$ cat src/rtl/ro_puf_sequencer.sv
// Ring-oscillator PUF measurement sequencer: runs each RO for a fixed window,
// captures its edge count, then builds the adjacent-pair comparison response.
//
// state     | meaning
// S_IDLE    | waiting for start; ro_sel parked at 0
// S_CLEAR   | edge counter cleared, window timer loaded
// S_MEASURE | selected RO enabled for WINDOW cycles
// S_SETTLE  | RO stopped, counter quiescing for SETTLE cycles
// S_CAPTURE | store ro_count for ro_sel, advance or finish
// S_COMPARE | build response from adjacent stored counts
// S_DONE    | done pulse, response valid
module ro_puf_sequencer #(
    parameter int NUM_RO = 9,
    parameter int CNT_W  = 16,
    parameter int WINDOW = 65536,
    parameter int SETTLE = 4,
    parameter int SEL_W  = 4
) (
    input  logic              count_clk,
    input  logic              reset,
    input  logic              start,
    input  logic [7:0]        challenge,
    input  logic [CNT_W-1:0]  ro_count,
    output logic [7:0]        chal_q,
    output logic [SEL_W-1:0]  ro_sel,
    output logic              ro_en,
    output logic              cnt_clr,
    output logic              busy,
    output logic              done,
    output logic              resp_valid,
    output logic [NUM_RO-2:0] response
);

    localparam int TMAX = (WINDOW > SETTLE) ? WINDOW : SETTLE;
    localparam int TW   = $clog2(TMAX + 1);

    typedef enum logic [2:0] {
        S_IDLE, S_CLEAR, S_MEASURE, S_SETTLE, S_CAPTURE, S_COMPARE, S_DONE
    } state_t;

    state_t           state, state_next;
    logic [TW-1:0]    timer;
    logic [CNT_W-1:0] counts [NUM_RO];
    logic             timer_tc;
    logic             last_ro;

    assign timer_tc = (timer == '0);
    assign last_ro  = (ro_sel == SEL_W'(NUM_RO - 1));

    always_comb begin
        state_next = state;
        case (state)
            S_IDLE:    if (start) state_next = S_CLEAR;
            S_CLEAR:   state_next = S_MEASURE;
            S_MEASURE: if (timer_tc) state_next = S_SETTLE;
            S_SETTLE:  if (timer_tc) state_next = S_CAPTURE;
            S_CAPTURE: state_next = last_ro ? S_COMPARE : S_CLEAR;
            S_COMPARE: state_next = S_DONE;
            S_DONE:    state_next = S_IDLE;
            default:   state_next = S_IDLE;
        endcase
    end

    // Strobes are registered from the next state so they line up with the state they belong to.
    always_ff @(posedge count_clk or posedge reset) begin
        if (reset) begin
            state      <= S_IDLE;
            timer      <= '0;
            chal_q     <= '0;
            ro_sel     <= '0;
            ro_en      <= 1'b0;
            cnt_clr    <= 1'b0;
            busy       <= 1'b0;
            done       <= 1'b0;
            resp_valid <= 1'b0;
            response   <= '0;
            for (int i = 0; i < NUM_RO; i++) counts[i] <= '0;
        end else begin
            state   <= state_next;
            ro_en   <= (state_next == S_MEASURE);
            cnt_clr <= (state_next == S_CLEAR);
            busy    <= (state_next != S_IDLE);
            done    <= (state_next == S_DONE);
            case (state)
                S_IDLE: begin
                    if (start) begin
                        chal_q     <= challenge;
                        ro_sel     <= '0;
                        resp_valid <= 1'b0;
                    end
                end
                S_CLEAR: timer <= TW'(WINDOW - 1);
                S_MEASURE: begin
                    if (timer_tc) timer <= TW'(SETTLE - 1);
                    else          timer <= timer - 1'b1;
                end
                S_SETTLE: begin
                    if (!timer_tc) timer <= timer - 1'b1;
                end
                S_CAPTURE: begin
                    for (int i = 0; i < NUM_RO; i++) begin
                        if (ro_sel == SEL_W'(i)) counts[i] <= ro_count;
                    end
                    if (!last_ro) ro_sel <= ro_sel + SEL_W'(1);
                end
                S_COMPARE: begin
                    for (int i = 0; i < NUM_RO - 1; i++) begin
                        response[i] <= (counts[i+1] > counts[i]);
                    end
                    resp_valid <= 1'b1;
                end
                S_DONE: ro_sel <= '0;
                default: ;
            endcase
        end
    end

endmodule

$ cat config.mk
export PLATFORM = sky130hd
export DESIGN_NAME = ro_puf_sequencer
export DESIGN_NICKNAME = d
export VERILOG_FILES = /design/src/rtl/ro_puf_sequencer.sv
export SDC_FILE = /design/constraint.sdc
export NUM_CORES = 1
export LEC_CHECK = 0
export ABC_CLOCK_PERIOD_IN_PS = 10060
export CORE_MARGIN = 3
export CORE_UTILIZATION = 55
export DETAILED_ROUTE_END_ITERATION = 8
export PLACE_DENSITY = 0.71
export SLEW_MARGIN = 20
export SYNTH_ARGS = -nofsm -noshare
export SYNTH_HDL_FRONTEND = slang
export SYNTH_SLANG_ARGS = --single-unit
$ cat constraint.sdc
create_clock -name count_clk -period 10.06 [get_ports count_clk]
set_input_delay 2.012 -clock count_clk [delete_from_list [all_inputs] [get_ports count_clk]]
set_output_delay 2.012 -clock count_clk [all_outputs]
set_load 0.02 [all_outputs]
==> metrics.md <==
| Metric | Value |
|---|---|
| Syn nets | `1124` |
| Clock Skew | `0.0128 ns` |
| Port Buffers | `51` |
| XOR/XNOR Fraction of Synth Area | `0` |
| Worst VDD drop | `0.112 mV` |
| CP top delay family | `buffers and inverters` |
| Share of layout cells above drive strength 1 | `0.192` |
| Multi-input logic area | `0.00545 mm²` |
| Post-synth ARST share | `1.00` |
| Hold Crit Start | `counts[133]` |
| Simple logic cell fraction of the synthesized area | `0.0868` |
| Largest net degree at the start of global routing | `between 100 and 150` |
| CP Class | `reg -> out` |
| R2r setup slk | `between 7 and 8 ns` |
| Slew HR | `0.286` |
| Crit path depth | `1` |
| Worst r2r dst | `counts[4]` |
| Reg2Reg Launch Point | `state[1]` |
| Switch Pwr | `419 µW` |
| CP arrival | `~1.6 ns` |
| Register area share after synthesis | `0.438` |
| Crit path launch type | `flop` |
| Crit path max fanout | `7` |
| Total internal power | `1.31 mW` |
| Register share of total power | `0.467` |
| RSZ-0062 raised after global routing | `false` |
| Post-route minimum period | `3.63 ns` |
| First-pass GRT wire length | `37100 µm` |
| Routed WL per cell | `16.9 µm` |
| Initial detailed-routing violation count | `385` |
| Worst Hold End | `counts[133]` |
| Synth area leaders | `dfrtp_1 44%, mux2_2 16%, ha_1 15%` |
| Slowest Stage Delay on Critical Path | `0.67 ns` |
| CTS tree | `built` |
| Met2 wire length | `around 10000 µm` |
| Post-synth top area share | `0.438` |
| Most common cell after layout, fill and taps aside | `dfrtp_1` |
| Clock Sinks | `189` |
| Post-route setup TNS | `0 ns` |
| Predominant post-synthesis flop cell | `dfrtp_1` |
| Period utilization | `0.361` |
| Die ar. | `0.0214 mm²` |
| Worst-Skew Late Latency | `0.43 ns` |
| Filler cell count | `around 1600` |
| Peak Freq | `275 MHz` |
| Post-synthesis mux area share | `0.158` |
| WHS Path Cells | `1` |
| Hold Path Class | `reg -> reg` |
| PostCTS Resize Cnt | `0` |
| Status | `complete, no violations` |
| Commonest non-fill, non-tap cells in the layout | `189 x dfrtp_1, 149 x mux2_2, 138 x inv_1` |
| Setup crit end kind | `primary output` |
| Final Hold Fails | `0` |
| M1 WL | `10200 µm` |
| Max Cap Viol | `0` |
| Critical-path cell with the highest stage delay | `clkdlybuf4s50_1` |
| Comb pwr share | `0.099` |
| Met3 wire len | `between 800 and 900 µm` |
| Synth-to-Final Area Change | `13.0%` |
| CTS Buf Count | `17` |
| Sw Share | `0.242` |
| DR DRC count | `0` |
| Area of the core | `0.0190 mm²` |
| Syn. warnings | `0` |
| Pwr/cell area | `142 mW/mm²` |
| Seq cells post-synth | `between 150 and 200` |
| Antenna violations before repair | `0` |
| Grt ovf | `0` |
| DP HPWL | `15700 µm` |
| Main combinational cell family by area after synthesis | `multiplexers` |
| Via count | `7391` |
| Root buffer selected by CTS | `clkbuf_16` |
| Routability-driven placement congestion ratio | `0.873` |
| Routed WL | `roughly 22000 µm` |
| Vias per inst | `5.73` |
| Avg Cell Area, Syn | `11.2 µm²` |
| Worst slew pin tran | `1.07 ns` |
| DR pass1 iterations | `5` |
| Die Wd | `between 100 and 150 µm` |
| Max Used Layer | `met4` |
| Gr usage total | `0.212` |
| Number of diodes | `0` |
| Starting density of the core | `0.568` |
| DP Cell Count | `1257` |
| Setup Viol. Count Final | `0` |
| Final #Nets | `1176` |
| Bufs and invs on worst path | `1` |
| Synth Area in Compound Gates | `0.105` |
| Slew Limit Fails | `0` |
| Tot Pwr | `1.73 mW` |
| Synth Area in Adders | `0.154` |
| Vias in the first global route | `7604` |
| Gate Count Post-Synth | `~960` |
| Post-DRT Antenna Nets | `0` |
| Area leader, netlist | `dfrtp_1` |
| Leakage | `a little under 6 nW` |
| Unique masters post-synth | `48` |
| Worst endpoint required time | `8.05 ns` |
| Flip-flop and latch area | `0.00473 mm²` |
| Post-synth EDFFs | `0` |
| Final instance count without filler cells | `1289` |
| Cells along the critical path | `clkdlybuf4s50_1` |
| Clk pwr share | `0.434` |
| Reg clk slew, reported paths | `0.07 ns` |
| Postcts setup bufs | `0` |
| Post-Syn Area | `~0.011 mm²` |
| CTS Hold Buffers Added | `0` |
| Ports | `52` |
| H-tree lvl count | `4` |
| Worst R2R Path Depth | `3` |
| Clock Path Buffers | `2` |
| Rows | `50` |
| Die H | `approximately 150 µm` |
## registers in the layout (all words and copies together), names as in the netlist
signal / count
ro_sel: 4
ro_en: 1
cnt_clr: 1
resp_valid: 1
busy: 1
response: 8
state: 3
chal_q: 8
counts: 144
timer: 17
done: 1
## cell type report
type,count,area share
well taps,260,0.0266
clock buffers,17,0.0348
repair buffers,53,0.0430
multi-input cells,616,0.446
inverters,139,0.0433
clock inverters,15,0.0191
flip-flops and latches,189,0.387
## stage by stage
| step | hold WS [ns] | cell area [µm²] | util | worst slack, ns |
|---|---|---|---|---|
| 2_1_floorplan | 0.467 | 10800 | - | 2.91 |
| 3_3_place_gp | 0.489 | 11600 | 0.608 | 5.94 |
| 3_5_place_dp | 0.494 | 11600 | 0.608 | 5.92 |
| 4_1_cts | 0.509 | 12200 | 0.642 | 6.38 |
| 5_1_grt | 0.514 | 12200 | 0.642 | 6.17 |
| 6_report | 0.506 | 12200 | 0.642 | 6.43 |
## power by group through the flow
stage / combinational [mW] / clock (mW) / sequential, mW
3_3_place_gp: 0.166 / 0 / 0.823
4_1_cts: 0.175 / 0.767 / 0.810
5_1_grt: 0.199 / 0.796 / 0.814
6_report: 0.172 / 0.751 / 0.810
3_5_place_dp: 0.172 / 0 / 0.824
2_1_floorplan: 0.117 / 0 / 0.820
## cells in the mapped netlist (all sizes together), types with 2 or more instances
cell,instances
inv,139
nor3,5
or3b,3
a221oi,8
or4,5
a21oi,53
o31a,8
nand3b,3
nor4,16
nand2b,2
nand2,38
a221o,2
buf,12
nand3,15
dfrtp,189
ha,133
a211o,10
nor2b,12
a21o,10
o21ai,16
or3,4
nor2,18
mux2,152
clkbuf,8
o31ai,17
a2111oi,7
nand4b,2
nand4,37
o21a,16
nor3b,2
o211ai,12
## metal layers
metal	GRT usage	up-vias
met4	0.0475	0
li1	-	3605
met1	0.290	3649
met5	0	-
met2	0.354	123
met3	0.0403	14
## worst max path at each step
stage / start / endpoint / slack (ns)
6_report: ro_sel[3] / ro_sel[3] / 6.43
5_1_grt: reset / counts[62] / 6.17
4_1_cts: reset / counts[78] / 6.38
3_5_place_dp: reset / cnt_clr / 5.92
3_3_place_gp: reset / state[0] / 5.94
2_1_floorplan: reset / busy / 2.91
## kinds of logic (layout without fill, tap and decap cells)
group / count (synthesis) / count (layout)
mux: 152 / 152
flops: 189 / 189
compound gates: 166 / 166
buf+inv: 159 / 224
simple gates: 165 / 165
fa+ha+maj: 133 / 133
No activity file was read; power rests on OpenSTA's default activity.
